$ cat src/rtl/led_pwm_engine.sv
// Bit-plane PWM LED driver: a shadow bank is filled by valid/ready beats and copied to the active bank in LOAD. Frame = LOAD, planes, DONE; in_ready drops while shadow is full or in LOAD.
// LED_PWM_DITHER_EN adds reduced depth (mode=1): plane weights are halved, and LSB plane 0 is shown on odd frames only.
module led_pwm_engine #(
  parameter int CH = 16,
  parameter int BW = 16
) (
  input  logic          GCK,
  input  logic          rst_n,
  input  logic          Vsync,
  input  logic          mode,
  input  logic          in_valid,
  output logic          in_ready,
  input  logic [BW-1:0] in_data,
  input  logic          err_clr,
  output logic [CH-1:0] OUT,
  output logic          frame_done,
  output logic          underrun,
  output logic          busy
);
  localparam int PW  = (CH > 1) ? $clog2(CH) : 1;
  localparam int BIW = $clog2(BW);
  localparam logic [BW-1:0]  ONE  = BW'(1);
  localparam logic [BIW-1:0] BONE = BIW'(1);
  localparam logic [BIW-1:0] TOP  = BIW'(BW - 1);
  localparam logic [PW-1:0]  LAST = PW'(CH - 1);

  typedef enum logic [1:0] {IDLE, LOAD, PLANE, DONE} state_t;
  state_t state, state_nxt;

  logic [BW-1:0]  shadow [CH];
  logic [BW-1:0]  active [CH];
  logic [PW-1:0]  wr_ptr;
  logic           shadow_full;
  logic [BIW-1:0] plane;
  logic [BW-1:0]  dur_cnt;
  logic           wr_en;
  logic           last_plane;
  logic           reduced;
  logic           red_load;

  // Cycles-minus-one spent in plane b; the counter counts down to zero.
  function automatic logic [BW-1:0] dur_m1(input logic [BIW-1:0] b, input logic red);
    if (red)
      dur_m1 = (b == '0) ? '0 : (ONE << (b - BONE)) - ONE;
    else
      dur_m1 = (ONE << b) - ONE;
  endfunction

`ifdef LED_PWM_DITHER_EN
  logic mode_q;
  logic parity;

  always_ff @(posedge GCK or negedge rst_n) begin
    if (!rst_n) begin
      mode_q <= 1'b0;
      parity <= 1'b0;
    end else begin
      if (state == LOAD) mode_q <= mode;
      if (state == DONE) parity <= ~parity;
    end
  end

  assign reduced    = mode_q;
  assign red_load   = mode;
  // Even reduced frames end after plane 1; plane 0 only gets a slot on odd frames.
  assign last_plane = (plane == '0) || (mode_q && !parity && plane == BONE);
`else
  logic unused_mode;
  assign unused_mode = mode;
  assign reduced     = 1'b0;
  assign red_load    = 1'b0;
  assign last_plane  = (plane == '0);
`endif

  assign in_ready   = !shadow_full && (state != LOAD);
  assign wr_en      = in_valid && in_ready;
  assign frame_done = (state == DONE);
  assign busy       = (state != IDLE);

  always_comb begin
    state_nxt = state;
    case (state)
      IDLE:    if (Vsync) state_nxt = LOAD;
      LOAD:    state_nxt = Vsync ? PLANE : IDLE;
      PLANE: begin
        if (!Vsync)
          state_nxt = IDLE;
        else if (dur_cnt == '0 && last_plane)
          state_nxt = DONE;
      end
      DONE:    state_nxt = IDLE;
      default: state_nxt = IDLE;
    endcase
  end

  always_comb begin
    OUT = '0;
    if (state == PLANE && Vsync)
      for (int c = 0; c < CH; c++) OUT[c] = active[c][plane];
  end

  always_ff @(posedge GCK or negedge rst_n) begin
    if (!rst_n) begin
      state       <= IDLE;
      wr_ptr      <= '0;
      shadow_full <= 1'b0;
      plane       <= '0;
      dur_cnt     <= '0;
      underrun    <= 1'b0;
      for (int c = 0; c < CH; c++) begin
        shadow[c] <= '0;
        active[c] <= '0;
      end
    end else begin
      state <= state_nxt;

      if (wr_en) begin
        shadow[wr_ptr] <= in_data;
        if (wr_ptr == LAST) begin
          wr_ptr      <= '0;
          shadow_full <= 1'b1;
        end else begin
          wr_ptr <= wr_ptr + PW'(1);
        end
      end

      if (state == LOAD) begin
        if (shadow_full) begin
          active      <= shadow;
          shadow_full <= 1'b0;
          wr_ptr      <= '0;
        end
        plane   <= TOP;
        dur_cnt <= dur_m1(TOP, red_load);
      end else if (state == PLANE) begin
        if (dur_cnt != '0) begin
          dur_cnt <= dur_cnt - ONE;
        end else if (!last_plane) begin
          plane   <= plane - BONE;
          dur_cnt <= dur_m1(plane - BONE, reduced);
        end
      end

      // A new underrun takes priority over a simultaneous clear.
      if (state == LOAD && !shadow_full)
        underrun <= 1'b1;
      else if (err_clr)
        underrun <= 1'b0;
    end
  end

endmodule

$ cat config.mk
export PLATFORM = sky130hd
export DESIGN_NAME = led_pwm_engine
export DESIGN_NICKNAME = d
export VERILOG_FILES = /design/src/rtl/led_pwm_engine.sv
export SDC_FILE = /design/constraint.sdc
export NUM_CORES = 1
export LEC_CHECK = 0
export BUFFER_PORTS_ARGS = -buffer_cell sky130_fd_sc_hd__buf_4
export CAP_MARGIN = 20
export CORE_MARGIN = 5
export CORE_UTILIZATION = 25
export CTS_BUF_LIST = sky130_fd_sc_hd__clkbuf_16
export DETAILED_ROUTE_END_ITERATION = 12
export PLACE_DENSITY_LB_ADDON = 0.08
export SYNTH_ARGS = -nofsm -noshare
export SYNTH_HDL_FRONTEND = slang
export SYNTH_SLANG_ARGS = --single-unit
$ cat constraint.sdc
create_clock -name GCK -period 4.73 [get_ports GCK]
set_clock_uncertainty 0.1 [all_clocks]
set_input_delay 0.473 -clock GCK [delete_from_list [all_inputs] [get_ports GCK]]
set_output_delay 0.473 -clock GCK [all_outputs]
set_load 0.005 [all_outputs]
=== After elaboration in Yosys (flattened, before gate mapping) ===
Index checks and enable logic that the tools add are counted.
W data, S select, Z words.

* Latch bits: 0
* Logic and storage cells: 134
* Bits in registers: 540
* Memory bits (read-only): 0
* Input bits: 22
* RAM bits: 0
* Memories kept: 0

* Order comparisons: 3
* Eq/ne operators: 10
* Divide/modulo/power cells: 0
* Multiply operators: 0
* Bitwise gates (word level): 1
* Shift operators: 1
* $add $sub $neg: 4
* Reductions and logical operators: 18
* Multiplexer cells: 59

{| class="wikitable"
|+ Operators by type and width
! operator !! count
|-
| $bwmux W256 || 1
|-
| $mux W16 || 6
|-
| $bmux W1 S4 || 16
|-
| $demux W16 S4 || 1
|-
| $mux W4 || 8
|-
| $sub A16 B1 Y16 const B || 2
|-
| $mux W1 || 22
|-
| $logic_not A16 Y1 || 1
|-
| $reduce_bool A16 Y1 || 1
|-
| $shl A1 B4 Y16 const A || 1
|-
| $mux W2 || 4
|-
| $pmux W2 S4 || 1
|-
| $logic_and A1 B1 Y1 || 6
|-
| $ne A2 B1 Y1 const B || 3
|-
| $reduce_and A2 Y1 || 3
|-
| $reduce_bool A2 Y1 || 3
|-
| $ge A5 B5 Y1 const B || 1
|-
| $lt A4 B5 Y1 const B || 1
|-
| $lt A5 B1 Y1 const B || 1
|-
| $not A4 Y5 || 1
|-
| $add A4 B1 Y4 const B || 1
|-
| $eq A2 B2 Y1 const B || 2
|-
| $eq A4 B4 Y1 const B || 1
|-
| $logic_not A4 Y1 || 1
|-
| 8 further kinds || 8
|}

=== Logic depth before layout (Yosys ltp) ===
Gate-level depths: netlist (run 1).

* Depth after elaboration: 7
* Mapped depth: 14
* Mapped depth without buffers: 11

=== Worst setup path after synthesis (run 1) ===
Ideal clock, no wire load.

* Path type: register to register
* From: reg plane[1]
* To: reg dur_cnt[4]
* Cell stages (with the launch flop): 15
* Slack: 1.033 ns
* Required time: 4.507 ns
* Data arrival time: 3.474 ns
* Period minus slack after synthesis: 3.697 ns
* Path through: dfrtp_1 -> clkbuf_1 -> clkbuf_1 -> buf_1 -> inv_1 -> ha_1 -> xor2_2 -> nor3_2 -> a31oi_1 -> ha_1 -> nand2b_1 -> a211o_1 -> xnor2_1 -> or3_1 -> o221a_2

* Cells in the longest elaborated chain, start to end: 7
* Elaborated cells on any way between the ends: 10

{| class="wikitable"
|+ Ends and longest elaborated chain
! element !! line !! source
|-
| start: declaration || 34 || <nowiki>logic [BIW-1:0] plane;</nowiki>
|-
| start signal: assignment || 139 || <nowiki>plane <= plane - BONE;</nowiki>
|-
| $sub A4 B1 Y4 || 140 || <nowiki>dur_cnt <= dur_m1(plane - BONE, reduced);</nowiki>
|-
| $shl A1 B4 Y16 || 46 || <nowiki>dur_m1 = (ONE << b) - ONE;</nowiki>
|-
| $sub A16 B1 Y16 || 46 ||
|-
| $mux W16 || 138 || <nowiki>end else if (!last_plane) begin</nowiki>
|-
| $mux W16 || 136 || <nowiki>if (dur_cnt != '0) begin</nowiki>
|-
| $mux W16 || 135 || <nowiki>end else if (state == PLANE) begin</nowiki>
|-
| $mux W16 || 127 || <nowiki>if (state == LOAD) begin</nowiki>
|-
| end signal: assignment || 134 || <nowiki>dur_cnt <= dur_m1(TOP, red_load);</nowiki>
|-
| end signal: assignment || 137 || <nowiki>dur_cnt <= dur_cnt - ONE;</nowiki>
|-
| end signal: assignment || 140 ||
|-
| end: declaration || 35 || <nowiki>logic [BW-1:0] dur_cnt;</nowiki>
|}

Several ways; a longest one is shown, not always the timed one. The select of a mux whose other input is x is not followed.
A chain may end at the register's enable or synchronous reset.

=== Final worst setup path (run 1) ===
* From: reg plane[1]
* To: out OUT[4]

* Cells in the longest elaborated chain, start to end: 3

{| class="wikitable"
|+ Ends and longest elaborated chain
! element !! line !! source
|-
| $bmux W1 S4 || 99 || <nowiki>for (int c = 0; c < CH; c++) OUT[c] = active[c][plane];</nowiki>
|-
| $mux W1 (not written as such) || 99 ||
|-
| $mux W16 || 98 || <nowiki>if (state == PLANE && Vsync)</nowiki>
|-
| end: declaration || 15 || <nowiki>output logic [CH-1:0] OUT,</nowiki>
|}

No other way between the ends. The select of a mux whose other input is x is not followed.

==> results of run 1 <==
## critical path: cells and delay by family (launching register included)
| family | cells | cell delay (ns) |
|---|---|---|
| and+or+nand+nor | 1 | 0.22 |
| DFF | 1 | 0.86 |
| muxes | 2 | 0.87 |
| buffers and inverters | 2 | 0.78 |
## flip-flops by register name, summed over array words and instances (netlist names)
register	cells
active	256
wr_ptr	4
dur_cnt	16
shadow	256
underrun	1
shadow_full	1
state	2
plane	4
## final timing paths
kind / startpoint / to / cells past startpoint
max: plane[1] / OUT[4] / 5
min: Vsync / state[1] / 3
max reg2reg: plane[1] / dur_cnt[10] / 11
min reg2reg: shadow[179] / active[179] / 1
max in group asynchronous: rst_n / active[40] / 3
min in group asynchronous: rst_n / shadow[197] / 2
## per-layer routing
| layer | GRT usage (%) | up-vias | wire length [um] |
|---|---|---|---|
| li1 | - | 5542 | - |
| met1 | 17.8 | 6922 | 29000 |
| met2 | 21.3 | 204 | 29900 |
| met3 | 2.31 | 87 | 2440 |
| met4 | 3.19 | 0 | 1340 |
| met5 | 0 | - | 0 |
## metrics by stage
step	hold WS, ns	setup WS, ns	instances	total power, mW
floorplan	0.0774	1.03	1483	9.12
global placement	0.381	1.21	2694	10.3
detailed placement	0.386	1.22	2694	10.4
CTS	0.0562	0.702	2811	15.3
global route	0.0749	0.644	2811	15.9
finish	0.101	0.807	2815	14.9
## cell usage after synthesis, types with 7 or more instances
library cell and count:
mux4_2 80, a21oi_1 17, buf_2 32, nor2_1 32, xnor2_1 7, inv_1 12
buf_1 9, nor2b_1 17, clkbuf_1 55, ha_1 15, nand2_1 33, dfrtp_1 540
nor4_1 8, nand3_1 15, mux2_2 512
## final cells by class
| type | count | area share (%) |
|---|---|---|
| repair buffers | 67 | 2.37 |
| clock inverters | 44 | 0.852 |
| flip-flops and latches | 540 | 50.1 |
| multi-input cells | 834 | 34.2 |
| clock buffers | 71 | 6.58 |
| inverters | 12 | 0.167 |
| well taps | 1243 | 5.76 |
| diodes | 4 | 0.0370 |
## power by group
part	internal [mW]	switching (mW)
clock	2.79	1.95
combinational	1.80	1.65
sequential	5.92	0.797
total	10.5	4.40
## cells by family (layout without fill, tap and decap cells)
group	Yosys count	after routing	share of synthesized area (%)
other	0	4	0
AND/OR/NAND/NOR	149	149	3.76
AO/OA/AOI/OAI	63	63	1.87
flip-flops	540	540	58.3
buffers and inverters	109	194	1.95
XOR/XNOR	13	13	0.604
multiplexers	594	594	32.7
adder cells (fa/ha/maj)	15	15	0.809
==> results.md, run 1 <==
* Sequential cell area at 13500 um2
* Fraction of layout instances using a drive strength above 1 at ~49%
* Number of hold buffers added after CTS at 2
* Synthesis warning total at 0
* Area of all placed cells without fillers at 27000 um2
* Multi-input logic area at just over 9000 um2
* CP Cell Sequence: buf_4 > mux4_2 > mux4_2 > nor2b_1 > buf_4
* Std-Cell Rows at 111
* Global routing usage summed across all routing layers at approximately an eighth
* Standard cell core area at 91800 um2
* Slew HR at between 30% and 40%
* Worst VDD drop at 393 uV
* Number of flip-flops and latches in the synthesized netlist at 540
* Post-CTS setup-driven buffer insertion count at 0
* Iter 0 DRT Violations at 560
* Clock Pin Slew Worst Setup and Hold Paths at 0.06 ns
* Number of global-route vias before repair at 13900
* Source-to-sink clock delay at the later pin of the worst-skew pair at 0.58 ns
* Seq/Total Area, Yosys at 58.3%
* Port bufs at 40
* Total count of max-transition violations in the final report at 0
* Chip width at 315 um
* Area post-placement at 25000 um2
* Synthesized cell area at 23200 um2
* Startpoint kind of the worst setup timing path: flip-flop
* Total half-perimeter wirelength after legalization and detailed placement at between 30000 and 40000 um
* Total clock sinks at 540
* Worst path arrival time at between 3 and 4 ns
* TritonCTS Buffers at 67
* Post-synthesis async set-or-reset flop share at between 90% and 100%
* Prevailing post-synth register cell: dfrtp_1
* Max Clk Rate at 255 MHz
* Post-synthesis average cell area at between 15 and 20 um2
* Reg2Reg Setup Slack at between 1 and 1.5 ns
* Critical-path maximum fanout at 33
* Number of fill cells at roughly 9000
* Crit path kind: flip-flop to output port
* GRT overflow at 0
* Power density over the cells at 552 nW/um2
* Hold Crit Class: primary input to flip-flop
* Deepest clock path buffer count at 3
* DRC viols at 0
* Cells taking the most area after synthesis: dfrtp_1 (58%), mux2_2 (25%), mux4_2 (7.8%)
* Post-layout utilization of the core at between 20% and 30%
* Starting Density at 25.3%
* Ratio of routed vias to standard cells at between 4 and 5
* Post-synth cell types at 67
* CTS H-tree depth at 3
* Share of the cycle needed by the critical path after routing at about 83%
* Delay of the slowest critical-path stage at between 0.8 and 0.9 ns
* Number of nets still failing antenna checks after routing at 0
* Final layout net count at 1559
* Number of synthesized flops with an enable pin at 0
* Final setup violation count at 0
* Hold Fails Final Rpt at 0
* Iteration count of the initial detailed-routing pass at 4
* Slowest cell on the critical path: dfrtp_4
* Total Negative Setup Slacks at 0 ns
* Transition time of the tightest slew-check pin at 0.934 ns
* Highest-count cells in the layout ignoring fill and taps: dfrtp_1 (536), mux2_2 (512), mux4_2 (80)
* Area enclosed by the die boundary at 98900 um2
* Vias at 12800
* Global-route wire length before repair at 95600 um
* Final worst path period need at between 3 and 4 ns
* Clock tree from TritonCTS: done
* Top Ports at 42
* Max-cap check violation count at 0
* Synth top area share at just under 60%
* Antenna violations before repair at 8
* Unrepaired setup endpoints after global routing: no
* Mapped Cells at 1483
* Wire length per cell at around 22 um
* Net count after synthesis at roughly 1500
* Largest net degree at the start of global routing at 106
* Critical path endpoint category: output port
* Run status: complete, no violations
* Static leakage at about 13 nW
* Area growth from synthesis to layout at 16.5%
* Routability congestion estimate at 0.729
* Post_cts resized at 0
* Most common cell after layout, fill and taps aside: dfrtp_1
* Data required, critical path at roughly 4.2 ns
* Vertical die dimension at roughly 310 um
* Wire length reported by the detailed router at 62700 um
* Clock root buffer: clkbuf_16
* Yosys top cell by area: dfrtp_1
(Power assumes the default switching activity.)
==> run 2: changes to the inputs <==
--- a/config.mk
+++ b/config.mk
@@ -5,6 +5,7 @@
 export SDC_FILE = /design/constraint.sdc
 export NUM_CORES = 1
 export LEC_CHECK = 0
+export ABC_AREA = 1
 export BUFFER_PORTS_ARGS = -buffer_cell sky130_fd_sc_hd__buf_4
 export CAP_MARGIN = 20
 export CORE_MARGIN = 5
==> constraint.sdc (replaced) <==
create_clock -name GCK -period 3.9 [get_ports GCK]
set_clock_uncertainty 0.1 [all_clocks]
set_input_delay 0.39 -clock GCK [delete_from_list [all_inputs] [get_ports GCK]]
set_output_delay 0.39 -clock GCK [all_outputs]
set_load 0.005 [all_outputs]
==> run 2 against run 1 <==
Compared with the run above: register-to-register slack got worse by 0.26 ns; critical path depth increased by 2; synthesized area increased by 0.37%; largest power group unchanged; combinational power increased by 67%; global-route usage increased by 1.4 points.
==> results.md, run 2 <==
* Run status: complete, no violations
* Largest net degree at the start of global routing at 166 (+57%)
* Vias at 17800 (+40%)
* CTS H-tree depth at 3 (unchanged)
* Share of the cycle needed by the critical path after routing at 88.3%
* Std-Cell Rows at 112 (+0.90%)
* Net count after synthesis at 2776 (+83%)
* Yosys top cell by area: dfrtp_1
* Wire length per cell at 17.5 um (-21%)
* Worst VDD drop at 297 uV (-24%)
* Power density over the cells at 749 nW/um2 (+36%)
* Final layout net count at 2763 (+77%)
* DRC viols at 0 (unchanged)
* Final setup violation count at 0 (unchanged)
* Post-synth cell types at 39 (-42%)
* Routability congestion estimate at 0.750 (+3.0%)
* Total clock sinks at 540 (unchanged)
* Synth top area share at 58.1% (-0.21 points)
* Ratio of routed vias to standard cells at 4.42 (-2.4%)
* Post-synthesis average cell area at 8.50 um2 (-46%)
* Deepest clock path buffer count at 3 (unchanged)
* Data required, critical path at 3.41 ns (-0.75 ns)
* Vertical die dimension at 315 um (+0.18%)
* Synthesized cell area at 23300 um2 (+0.37%)
* Crit path kind: flip-flop to output port
* Worst hold-check slack at 0.0946 ns (-0.00679 ns)
* Port bufs at 40 (unchanged)
* Global-route wire length before repair at 111000 um (+16%)
* Area enclosed by the die boundary at 99300 um2 (+0.36%)
* Seq/Total Area, Yosys at 58.1% (-0.21 points)
* Prevailing post-synth register cell: dfrtp_1
* Number of global-route vias before repair at 18100 (+30%)
* Area post-placement at 24900 um2 (-0.26%)
* TritonCTS Buffers at 67 (unchanged)
* Total count of max-transition violations in the final report at 0 (unchanged)
* Iter 0 DRT Violations at 1139 (+100%)
* Post-CTS setup-driven buffer insertion count at 0 (unchanged)
* Highest-count cells in the layout ignoring fill and taps: nand2_1 (868), o21ai_0 (541), dfrtp_1 (538)
* Static leakage at 12.8 nW (+1.2%)
* GRT overflow at 0 (unchanged)
* Most instantiated library cell after synthesis: nand2_1
* Clock tree from TritonCTS: done
* Synthesis warning total at 0 (unchanged)
* Total half-perimeter wirelength after legalization and detailed placement at 41200 um (+20%)
* Critical path endpoint category: output port
* Max-cap check violation count at 0 (unchanged)
* Top Ports at 42 (unchanged)
* Post_cts resized at 0 (unchanged)
* Wire length reported by the detailed router at 70500 um (+12%)
* Source-to-sink clock delay at the later pin of the worst-skew pair at 0.59 ns (about the same)
* Slew HR at 42.3% (+4.7 points)
* Registers with the most flip-flops: active: 256 flops, shadow: 256 flops, dur_cnt: 16 flops
* Starting Density at 25.0% (-0.21 points)
* Total Negative Setup Slacks at 0 ns (unchanged)
* Hold Crit Class: primary input to flip-flop
* Final worst path period need at 3.44 ns
* Fraction of layout instances using a drive strength above 1 at 8.44% (-41 points)
* Global routing usage summed across all routing layers at 14.4% (+1.4 points)
* Number of flip-flops and latches in the synthesized netlist at 540 (unchanged)
* Number of nets still failing antenna checks after routing at 0 (unchanged)
* Unrepaired setup endpoints after global routing: no
* Transition time of the tightest slew-check pin at 0.866 ns (-0.0682 ns)
* Commonest cells post-synth: nand2_1 (869), o21ai_0 (541), dfrtp_1 (540), inv_1 (206), nor2_1 (185)
* Startpoint kind of the worst setup timing path: flip-flop
* Hold Fails Final Rpt at 0 (unchanged)
* Chip width at 315 um (+0.18%)
* Number of hold buffers added after CTS at 3 (+1)
* Number of synthesized flops with an enable pin at 0 (unchanged)
* Max Clk Rate at between 200 and 300 MHz
* Antenna violations before repair at 0 (-8)
* Area of all placed cells without fillers at 26900 um2 (-0.27%)
* Iteration count of the initial detailed-routing pass at 5 (+1)
* Critical-path maximum fanout at 67 (+100%)
* Clock Pin Slew Worst Setup and Hold Paths at 0.05 ns (about the same)
* Post-synthesis async set-or-reset flop share at 100% (unchanged)
* Mapped Cells at 2739 (+85%)
* Post-layout power at 20.2 mW (+35%)
* Most common cell after layout, fill and taps aside: nand2_1
* Standard cell core area at 92900 um2 (+1.2%)
* Antenna cell count at 0 (-4)
* Worst path arrival time at 2.95 ns (-0.40 ns)
* Cells taking the most area after synthesis: dfrtp_1 (58%), nand2_1 (14%), o21ai_0 (12%)
* Area growth from synthesis to layout at 15.8%
* Clock root buffer: clkbuf_16
-- run 2: cell count changes in the layout (fill, tap and decap cells not counted), moves of 24 or more --
cell,previous run,this run
o21ai_0,5,541
nor2_1,32,177
mux2_2,512,0
mux4_2,80,0
nand2_1,32,868
o221ai_1,0,24
inv_1,39,229
buf_4,54,85
o22ai_1,6,44
-- run 2: through the flow --
stage / utilization (%) / instances / worst slack (ns)
3_5_place_dp: 26.8 / 3908 / 0.932
6_report: 29.0 / 4026 / 0.458
2_1_floorplan: - / 2739 / 1.05
4_1_cts: 29.0 / 4026 / 0.279
3_3_place_gp: 26.8 / 3908 / 0.932
5_1_grt: 29.0 / 4026 / 0.239
-- run 2: power by group --
part,internal [mW],switching (mW),total [mW]
clock network,3.30,2.44,5.74
registers,7.68,1.00,8.68
logic,1.95,3.81,5.77
total,12.9,7.26,20.2
-- run 2: cells by family after synthesis --
kind of cell	share of synthesized area, %
adder cells (fa/ha/maj)	0.806
flip-flops	58.1
AO/OA/AOI/OAI	15.2
buffers and inverters	6.74
AND/OR/NAND/NOR	19.1
XOR/XNOR	0.113
-- run 2: worst max-delay path, stage by stage, from the launching register on --
cell      delay [ns]
dfrtp_4         0.65
inv_2           0.15
buf_12          0.39
o21ai_0         0.18
o221ai_1        0.22
nand3_1         0.16
a31oi_1         0.38
buf_4           0.20
-- run 2: layout make-up --
type                    instances  area (um2)
fillers                      9945       66000
clock buffers                  70        1750
repair buffers                 95         803
well taps                    1254        1570
multi-input cells            1804        8230
flip-flops and latches        540       13500
clock inverters                45         248
inverters                     218         827
-- run 2: path summary, 6_finish.rpt --
check                                 start          end  slack (ns)  depth (start not counted)
worst max-delay path               plane[1]       OUT[3]        0.46                          7
worst min-delay path            in_data[15]  shadow[111]        0.09                          3
worst max register to register     plane[1]   dur_cnt[6]        0.98                         13
worst min register to register  shadow[220]  active[220]        0.36                          2
max in group asynchronous             rst_n  shadow[203]        2.32                          3
min in group asynchronous             rst_n  shadow[107]        0.30                          2
-- run 2: metal layers --
layer	share of wire [%]	GRT usage [%]	vias up	wire [um]
li1	-	-	8771	-
met1	47	19.5	8682	33200
met2	47	23.8	240	32800
met3	3.5	2.12	108	2450
met4	2.9	4.21	0	2010
met5	0	0	-	0
==> run 3: changes to the inputs <==
--- a/config.mk
+++ b/config.mk
@@ -7,10 +7,11 @@
 export LEC_CHECK = 0
 export ABC_AREA = 1
 export BUFFER_PORTS_ARGS = -buffer_cell sky130_fd_sc_hd__buf_4
-export CAP_MARGIN = 20
+export CAP_MARGIN = 5
 export CORE_MARGIN = 5
 export CORE_UTILIZATION = 25
 export CTS_BUF_LIST = sky130_fd_sc_hd__clkbuf_16
+export CTS_CLUSTER_SIZE = 40
 export DETAILED_ROUTE_END_ITERATION = 12
 export PLACE_DENSITY_LB_ADDON = 0.08
 export SYNTH_ARGS = -nofsm -noshare
==> constraint.sdc (replaced) <==
create_clock -name GCK -period 2.8 [get_ports GCK]
set_clock_uncertainty 0.1 [all_clocks]
set_input_delay 0.28 -clock GCK [delete_from_list [all_inputs] [get_ports GCK]]
set_output_delay 0.28 -clock GCK [all_outputs]
set_load 0.005 [all_outputs]
==> run 3 against run 2 <==
Compared with the run above: the run now ends with setup timing left; non-clock buffer count is 72 higher; highest routed layer unchanged; critical endpoint is now OUT[14]; clock power is 40% higher; clock-buffer cell count is 2 lower; wire length is 9.7% higher; via count is 2.9% higher; utilization is 1.8 points higher.
==> results.md, run 3 (synthesis results as in run 2) <==
* Crit path kind: flip-flop to output port
* Violated checks: setup timing
* Number of fill cells at 9804 (-1.4%)
* Final worst path period need at 2.88 ns
* Total half-perimeter wirelength after legalization and detailed placement at 42300 um (+2.6%)
* Delay of the slowest critical-path stage at 0.46 ns (-0.19 ns)
* Clock root buffer: clkbuf_16
* TritonCTS Buffers at 67 (unchanged)
* Global routing usage summed across all routing layers at 15.4% (+1.0 points)
* R2R Path Start: plane[1]
* Final layout net count at 2835 (+2.6%)
* Iteration count of the initial detailed-routing pass at 5 (unchanged)
* Critical path endpoint category: output port
* GRT overflow at 0 (unchanged)
* Starting Density at 25.0% (unchanged)
* CTS H-tree depth at 3 (unchanged)
* Chip width at 315 um (unchanged)
* Vias at 18300 (+2.9%)
* Hold Crit Class: primary input to flip-flop
* Top Ports at 42 (unchanged)
* Worst hold-check slack at 0.178 ns (+0.0834 ns)
* Wire length per cell at 18.9 um (+7.9%)
* Deepest clock path buffer count at 3 (unchanged)
* Static leakage at 13.4 nW (+4.9%)
* Power density over the cells at 1070 nW/um2 (+42%)
* Highest-count cells in the layout ignoring fill and taps: nand2_1 (866), dfrtp_1 (537), o21ai_0 (532)
* Iter 0 DRT Violations at 1148 (+0.79%)
* Area of all placed cells without fillers at 28600 um2 (+6.1%)
* Total clock sinks at 540 (unchanged)
* Number of nets still failing antenna checks after routing at 0 (unchanged)
* Global-route wire length before repair at 117000 um (+5.7%)
* Vertical die dimension at 315 um (unchanged)
* Hold wc startpoint: in_valid
* Source-to-sink clock delay at the later pin of the worst-skew pair at 0.59 ns (about the same)
* Area post-placement at 25300 um2 (+1.4%)
* Std-Cell Rows at 112 (unchanged)
* Area growth from synthesis to layout at 22.8%
* Fraction of layout instances using a drive strength above 1 at 11.5% (+3.0 points)
* Final setup margin at -0.0829 ns (-0.541 ns)
* Area enclosed by the die boundary at 99300 um2 (unchanged)
* Slew HR at 47.7% (+5.4 points)
* Total count of max-transition violations in the final report at 0 (unchanged)
* DRC viols at 0 (unchanged)
* Largest net degree at the start of global routing at 147 (-11%)
* Registers with the most flip-flops: active: 256 flops, shadow: 256 flops, dur_cnt: 16 flops
* Data required, critical path at 2.42 ns (-0.99 ns)
* Ratio of routed vias to standard cells at 4.47 (+1.2%)
* Post-Place Worst Slack at 0.174 ns (-0.758 ns)
* Number of global-route vias before repair at 18300 (+1.1%)
* CP Cell Sequence: inv_6 > buf_12 > buf_12 > buf_12 > buf_12 > o21ai_4 > o22ai_1 > o211ai_1 > a31oi_2 > buf_4
* Clock Pin Slew Worst Setup and Hold Paths at 0.05 ns (about the same)
* Worst VDD drop at 392 uV (+32%)
* Critical path's most frequent cell: buf_12
* Max Clk Rate at 347 MHz
* Start point of the critical path: plane[0]
* Wire length reported by the detailed router at 77400 um (+9.7%)
* Most common cell after layout, fill and taps aside: nand2_1
* Routability congestion estimate at 0.776 (+3.4%)
* Worst path arrival time at 2.50 ns (-0.45 ns)
* Final setup violation count at 6 (+6)
* Antenna violations before repair at 2 (+2)
* Instance count after placement with tap cells included at 3921 (+0.33%)
* Run status: finished with violations
* Critical-path maximum fanout at 7 (-90%)
* Share of the cycle needed by the critical path after routing at 103%
* Unrepaired setup endpoints after global routing: yes
* Port bufs at 40 (unchanged)
* Transition time of the tightest slew-check pin at 0.785 ns (-0.0810 ns)
* Post-route non-filler standard cell count at 4094 (+1.7%)
* Post-layout utilization of the core at 30.8% (+1.8 points)
* Startpoint kind of the worst setup timing path: flip-flop
* Hold Fails Final Rpt at 0 (unchanged)
* Max-cap check violation count at 0 (unchanged)
* Slowest cell on the critical path: dfrtp_4
* Standard cell core area at 92900 um2 (unchanged)
* Clock tree from TritonCTS: done
[run 3: changes by cell type in the layout (fill, tap and decap cells not counted), sizes merged]
cell / previous run / this run
buf: 92 / 142
bufbuf: 0 / 2
bufinv: 1 / 2
clkbuf: 70 / 72
clkinv: 20 / 23
diode: 0 / 1
dlygate4sd3: 3 / 19
inv: 242 / 235
[run 3: area by class of cell]
type | instances | area (um2) | area share, %
clock buffer | 68 | 1700 | 5.95
antenna | 1 | 2.50 | 0.00875
timing repair buffer | 167 | 2220 | 7.76
multi-input combinational | 1804 | 8470 | 29.6
clock inverter | 42 | 267 | 0.932
inverter | 218 | 837 | 2.93
sequential | 540 | 13500 | 47.3
tap | 1254 | 1570 | 5.49
[run 3: through the flow]
stage / power [mW] / TNS [ns]
floorplan: 17.5 / 0
global placement: 20.5 / 0
detailed placement: 20.6 / 0
CTS: 30.6 / -0.932
global route: 32.8 / -1.64
finish: 30.5 / -0.135
[run 3: repair_timing]
action / in CTS / in global routing
gates cloned: 11 / 6
pin swaps: 23 / 13
setup buffers: 23 / 3
hold buffers: 19 / 0
resized for setup: 85 / 13
setup endpoints to repair: 16 / 20
endpoints found under the hold margin: 183 / 0
[run 3: power by group]
| part | total [mW] | internal [mW] | leakage (nW) | switching (mW) |
|---|---|---|---|---|
| clock | 8.01 | 4.58 | 1.03 | 3.44 |
| combinational | 10.5 | 4.12 | 5.59 | 6.33 |
| sequential | 12.0 | 10.7 | 6.83 | 1.34 |
| total | 30.5 | 19.4 | 13.4 | 11.1 |
[run 3: worst max-delay path, delay by kind of cell, from the launching register on]
family          cells  cell delay, ns
flops               1            0.46
compound gates      4            0.71
buf+inv             6            0.75
[run 3: path summary, 6_finish.rpt]
path                            slack, ns     endpoint  cells after the start
worst max-delay path                -0.08      OUT[14]                     10
worst min-delay path                 0.18    wr_ptr[1]                      4
worst max register to register       0.19   dur_cnt[6]                     14
worst min register to register       0.36  active[209]                      2
max in group asynchronous            1.53     plane[0]                      3
min in group asynchronous            0.22  active[133]                      2
[run 3: metal layers]
layer  wire length, um  GRT usage, %  vias to the layer above
li1                  -             -                     8921
met2             36700          25.6                      269
met4              1920          4.27                        0
met5                 0             0                        -
met1             36200          21.2                     9021
met3              2570          2.01                      101
